## src/rtl/conbus_csrbrg_if.sv

```systemverilog
// Wishbone classic slave-side signal bundle for the CSR bridge.
interface conbus_csrbrg_if;
    logic [31:0] wb_adr_i;
    logic [31:0] wb_dat_i;
    logic [31:0] wb_dat_o;
    logic        wb_we_i;
    logic        wb_cyc_i;
    logic        wb_stb_i;
    logic        wb_ack_o;

    modport master (
        output wb_adr_i, wb_dat_i, wb_we_i, wb_cyc_i, wb_stb_i,
        input  wb_dat_o, wb_ack_o
    );

    modport slave (
        input  wb_adr_i, wb_dat_i, wb_we_i, wb_cyc_i, wb_stb_i,
        output wb_dat_o, wb_ack_o
    );
endinterface

```

## src/rtl/conbus_csrbrg.sv

```systemverilog
// Wishbone-to-CSR bridge: single-cycle CSR accesses from 32-bit Wishbone classic cycles.
// Define CONBUS_CSRBRG_RDATA_REG_EN to retime read data through a capture register.
module conbus_csrbrg (
    input  logic                  sys_clk,
    input  logic                  sys_rst,
    conbus_csrbrg_if.slave        wb,
    output logic [13:0]           csr_a,
    output logic                  csr_we,
    output logic [31:0]           csr_do,
    input  logic [31:0]           csr_di
);

    typedef enum logic [2:0] {
        StIdle,
        StWack,
        StRwait,
`ifdef CONBUS_CSRBRG_RDATA_REG_EN
        StRcap,
`endif
        StRack
    } state_e;

    state_e state_q, state_d;

    logic        ack_q, ack_d;
    logic        we_q, we_d;
    logic [13:0] csr_a_q, csr_a_d;
    logic [31:0] csr_do_q, csr_do_d;
    logic        req;
    logic        unused_adr;

    assign req        = wb.wb_cyc_i & wb.wb_stb_i;
    assign unused_adr = ^{wb.wb_adr_i[31:16], wb.wb_adr_i[1:0]};

    always_ff @(posedge sys_clk) begin
        if (sys_rst) begin
            state_q <= StIdle;
        end else begin
            state_q <= state_d;
        end
    end

    // Dropping cyc before the ack is scheduled abandons the read so no stale ack escapes.
    always_comb begin
        state_d = state_q;
        case (state_q)
            StIdle:  if (req) state_d = wb.wb_we_i ? StWack : StRwait;
            StWack:  state_d = StIdle;
`ifdef CONBUS_CSRBRG_RDATA_REG_EN
            StRwait: state_d = wb.wb_cyc_i ? StRcap : StIdle;
            StRcap:  state_d = wb.wb_cyc_i ? StRack : StIdle;
`else
            StRwait: state_d = wb.wb_cyc_i ? StRack : StIdle;
`endif
            StRack:  state_d = StIdle;
            default: state_d = StIdle;
        endcase
    end

`ifdef CONBUS_CSRBRG_RDATA_REG_EN
    logic [31:0] rdata_q, rdata_d;
`endif

    always_comb begin
        ack_d    = 1'b0;
        we_d     = 1'b0;
        csr_a_d  = csr_a_q;
        csr_do_d = csr_do_q;
`ifdef CONBUS_CSRBRG_RDATA_REG_EN
        rdata_d  = rdata_q;
`endif
        case (state_q)
            StIdle: begin
                if (req) begin
                    csr_a_d  = wb.wb_adr_i[15:2];
                    csr_do_d = wb.wb_dat_i;
                    if (wb.wb_we_i) begin
                        we_d  = 1'b1;
                        ack_d = 1'b1;
                    end
                end
            end
`ifdef CONBUS_CSRBRG_RDATA_REG_EN
            StRcap: begin
                rdata_d = csr_di;
                ack_d   = wb.wb_cyc_i;
            end
`else
            StRwait: ack_d = wb.wb_cyc_i;
`endif
            default: ;
        endcase
    end

    always_ff @(posedge sys_clk) begin
        if (sys_rst) begin
            ack_q    <= 1'b0;
            we_q     <= 1'b0;
            csr_a_q  <= '0;
            csr_do_q <= '0;
`ifdef CONBUS_CSRBRG_RDATA_REG_EN
            rdata_q  <= '0;
`endif
        end else begin
            ack_q    <= ack_d;
            we_q     <= we_d;
            csr_a_q  <= csr_a_d;
            csr_do_q <= csr_do_d;
`ifdef CONBUS_CSRBRG_RDATA_REG_EN
            rdata_q  <= rdata_d;
`endif
        end
    end

    assign wb.wb_ack_o = ack_q;
    assign csr_we      = we_q;
    assign csr_a       = csr_a_q;
    assign csr_do      = csr_do_q;

    // StRack is only reached by reads, so it doubles as the read-ack qualifier.
`ifdef CONBUS_CSRBRG_RDATA_REG_EN
    assign wb.wb_dat_o = (state_q == StRack) ? rdata_q : '0;
`else
    assign wb.wb_dat_o = (state_q == StRack) ? csr_di : '0;
`endif

endmodule

```

## src/flat_wrapper.sv

```systemverilog
// flat-port wrapper written by rule: the top's interface ports become plain ports
module conbus_csrbrg_flat 
  (sys_clk, sys_rst, csr_a, csr_we, csr_do, csr_di, wb_wb_adr_i, wb_wb_dat_i, wb_wb_we_i, wb_wb_cyc_i, wb_wb_stb_i, wb_wb_dat_o, wb_wb_ack_o);
  conbus_csrbrg_if wb_i ();
  input  logic sys_clk;
  input  logic sys_rst;
  output logic [13:0] csr_a;
  output logic csr_we;
  output logic [31:0] csr_do;
  input  logic [31:0] csr_di;
  input wire logic [$bits(wb_i.wb_adr_i)-1:0] wb_wb_adr_i;
  input wire logic [$bits(wb_i.wb_dat_i)-1:0] wb_wb_dat_i;
  input wire logic [$bits(wb_i.wb_we_i)-1:0] wb_wb_we_i;
  input wire logic [$bits(wb_i.wb_cyc_i)-1:0] wb_wb_cyc_i;
  input wire logic [$bits(wb_i.wb_stb_i)-1:0] wb_wb_stb_i;
  output wire logic [$bits(wb_i.wb_dat_o)-1:0] wb_wb_dat_o;
  output wire logic [$bits(wb_i.wb_ack_o)-1:0] wb_wb_ack_o;
  assign wb_i.wb_adr_i = wb_wb_adr_i;
  assign wb_i.wb_dat_i = wb_wb_dat_i;
  assign wb_i.wb_we_i = wb_wb_we_i;
  assign wb_i.wb_cyc_i = wb_wb_cyc_i;
  assign wb_i.wb_stb_i = wb_wb_stb_i;
  assign wb_wb_dat_o = wb_i.wb_dat_o;
  assign wb_wb_ack_o = wb_i.wb_ack_o;
  conbus_csrbrg u_core (.sys_clk(sys_clk), .sys_rst(sys_rst), .wb(wb_i), .csr_a(csr_a), .csr_we(csr_we), .csr_do(csr_do), .csr_di(csr_di));
endmodule
```

## config.mk

```make
export PLATFORM = sky130hd
export DESIGN_NAME = conbus_csrbrg_flat
export DESIGN_NICKNAME = d
export VERILOG_FILES = /design/src/rtl/conbus_csrbrg_if.sv /design/src/rtl/conbus_csrbrg.sv /design/src/flat_wrapper.sv
export SDC_FILE = /design/constraint.sdc
export NUM_CORES = 1
export LEC_CHECK = 0
export CORE_MARGIN = 4
export CORE_UTILIZATION = 37
export DETAILED_ROUTE_END_ITERATION = 10
export HOLD_SLACK_MARGIN = 0.03
export PLACE_DENSITY = 0.92
export SETUP_SLACK_MARGIN = 0.15
export SLEW_MARGIN = 15
export SYNTH_ARGS = -nofsm -noshare
export SYNTH_HDL_FRONTEND = slang
export SYNTH_SLANG_ARGS = --single-unit
```

## constraint.sdc

```tcl
create_clock -name sys_clk -period 3 [get_ports sys_clk]
set_clock_uncertainty 0.2 [all_clocks]
set_input_delay 0.6 -clock sys_clk [delete_from_list [all_inputs] [get_ports sys_clk]]
set_output_delay 0.6 -clock sys_clk [all_outputs]
set_load 0.01 [all_outputs]
```

==> impl_metrics.json <==
{
  "status": "finished clean",
  "wl_per_cell_um": 14.1,
  "rr_endpoint": "u_core.csr_do[8]",
  "p_comb_frac": 0.220,
  "power.switching_uw": 343,
  "layout_commonest_cell": "clkdlybuf4s50_1",
  "yosysSeqAreaShare": 0.414,
  "worst-path-buf-inv": 2,
  "seqPwrFrac": 0.509,
  "synthSimpleGateAreaFrac": 0.339,
  "wl_met1_um": 2750,
  "met3_wirelength_um": 631,
  "syn2layout_area_growth_pct": 70.7,
  "core_um2": 6350,
  "drc_errors": 0,
  "muxShareOfSynthArea": 0.190,
  "final-max-slew-violation-count": 0,
  "post_cts_resized": 0,
  "synth_compound_gate_area_share": 0.00414,
  "post_cts_buffers": 0,
  "die_w_um": 88.9,
  "ys_warn_count": 0,
  "synth_top_area_share": 0.414,
  "drt_iter0_markers": 64,
  "clkPwrFrac": 0.271,
  "end_kind": "primary output",
  "crit_type": "in -> out",
  "cp_num_cells": 3,
  "avgSynthCellArea_um2": 9.68,
  "drive_above_1_share": 0.0349,
  "grt_max_degree": 95,
  "ios": 181,
  "drt-pass1-iter-count": 4,
  "holdBufCountCts": 0,
  "p_leak_uw": 0.00162,
  "cap_violations": 0,
  "top_layer": "met4",
  "htree_levels": 2,
  "period_share": 0.858,
  "syn_nets": 351,
  "cts_tree": "yes",
  "max_slew_margin": 0.273,
  "place_congestion": 0.737,
  "ys_seq_elements": 50,
  "grt-ovfl-total": 0,
  "initial_utilization": 0.381,
  "fin_tns_setup_ns": 0,
  "final_cells": 478,
  "final_cell_mix": "clkdlybuf4s50_1 (161), nand2b_1 (93), dfxtp_1 (49)",
  "syn_area_um2": 2420,
  "port-buffer-count": 162,
  "wl_met2_um": 3320,
  "vias_per_cell": 4.55,
  "cp_slowest_cell": "clkdlybuf4s50_1",
  "crit_path_frequent_cell": "clkdlybuf4s50_1",
  "grt_pass1_wl_um": 10400,
  "p_per_area_nw_per_um2": 342,
  "worstMarginPinSlew_ns": 1.09,
  "synth_top_family_by_area": "simple AND/OR/NAND/NOR gates",
  "cts_made_buffers": 5,
  "ant_nets": 0,
  "hold_path_depth": 2,
  "min_to": "u_core.csr_do[21]",
  "path_clk_slew_ns": 0.08,
  "worstPathRequired_ns": 2.20,
  "cts.root.buffer_cell": "clkbuf_8",
  "grtUsageTotal": 0.165,
  "arrival_ns": 1.77,
  "die_area_um2": 7900,
  "hold_path.class": "reg -> reg",
  "ir_drop_uv": 235,
  "antenna_found_initial": 0,
  "ys_types": 15,
  "synthTopCellsByArea": "dfxtp_1 (41%), nand2b_1 (24%), mux2i_1 (19%), and3_1 (8.3%), clkbuf_1 (2.3%)",
  "setup_viol": 0,
  "placed_cells": 471,
  "synth_cells": 250,
  "hold_viol": 0,
  "synth_fa_ha_area_frac": 0,
  "yosys.area.top_type": "dfxtp_1",
  "fmax_mhz": 389,
  "r2r_start": "u_core.state_q[0]",
  "diodes": 0,
  "synth_xor_area_frac": 0,
  "cp_top_family": "buffers and inverters",
  "power_switching_share": 0.243,
  "startpoint_type": "primary input",
  "layout.nets": 502,
  "cts_sinks": 50,
  "first_global_vias": 2243,
  "wirelength_um": 6740,
  "clockBufferDepth": 2,
  "power_uw": 1410,
  "vias": 2173,
  "rsz0062_at_grt": "false",
  "dp_hpwl_um": 5120,
  "critical-path-max-stage-delay_ns": 0.54,
  "path_cells": "clkdlybuf4s50_1 -> and3_1 -> clkdlybuf4s50_1",
  "die-height_um": 88.9,
  "p_int_uw": 1070,
  "reg2reg_depth": 3,
  "hold_path_startpoint": "u_core.csr_do[21]",
  "clock_latency_ns": 0.29,
  "critPathMaxFanout": 1,
  "period_needed_ns": 2.57,
  "r2r_slack_ns": 1.33,
  "rows": 29
}
[cells by family after synthesis]
| group | Yosys count |
|---|---|
| buffers and inverters | 22 |
| and+or+nand+nor | 130 |
| muxes | 46 |
| AOI/OAI and AO/OA | 2 |
| DFF | 50 |
[sequential cells by signal, indices dropped and copies added, names as in the netlist]
signal              cells
u_core.wb.wb_ack_o      1
u_core.state_q          2
u_core.csr_a           14
u_core.csr_we           1
u_core.csr_do          32
[worst reg2reg max path: stages, from the launching register on]
cell and delay (ns):
dfxtp_2 0.46, and4bb_4 0.42, buf_4 0.30, mux2i_1 0.23
[worst max path at each step]
stage                           start              end  slack [ns]
finish                      csr_di[3]   wb_wb_dat_o[3]        0.43
global route               csr_di[22]  wb_wb_dat_o[22]        0.39
CTS                 u_core.state_q[0]  wb_wb_dat_o[19]        0.21
detailed placement         csr_di[19]  wb_wb_dat_o[19]        0.42
global placement           csr_di[18]  wb_wb_dat_o[18]        0.44
floorplan           u_core.state_q[1]  wb_wb_dat_o[18]        1.39
[final cells by class]
cell class                      instances  area [um2]
Timing Repair Buffer                  165        1650
Multi-Input combinational cell        178        1290
Fill cell                             503        2220
Inverter                                1        3.75
Clock inverter                          2        13.8
Tap cell                               77        96.3
Sequential cell                        50        1000
Clock buffer                            5        68.8
[Yosys cell counts (all sizes together)]
master and count:
a21oi 2, and3 32, and3b 1, and4bb 1, buf 6, clkbuf 15, dfxtp 50, inv 1
mux2i 46, nand2b 93, nor2 2, or3b 1
[power by group through the flow]
stage               sequential (uW)  clock, uW  combinational, uW
floorplan                       746          0                112
global placement                731          0                306
detailed placement              733          0                313
CTS                             718        401                314
global route                    722        424                334
finish                          718        383                311
[metrics by stage]
| stage | hold slack, ns | area (um2) | util | setup WS (ns) |
|---|---|---|---|---|
| 4_1_cts | 0.279 | 4130 | 0.650 | 0.214 |
| 3_3_place_gp | 0.257 | 4050 | 0.637 | 0.443 |
| 5_1_grt | 0.299 | 4130 | 0.650 | 0.395 |
| 2_1_floorplan | 0.293 | 2420 | - | 1.39 |
| 6_report | 0.276 | 4130 | 0.650 | 0.426 |
| 3_5_place_dp | 0.262 | 4050 | 0.637 | 0.420 |
[layer usage]
layer  vias up  GRT usage
li1       1113          -
met1       976      0.190
met3         4     0.0661
met4         0     0.0288
met2        80      0.293
met5         -          0
(Power assumes the default switching activity.)
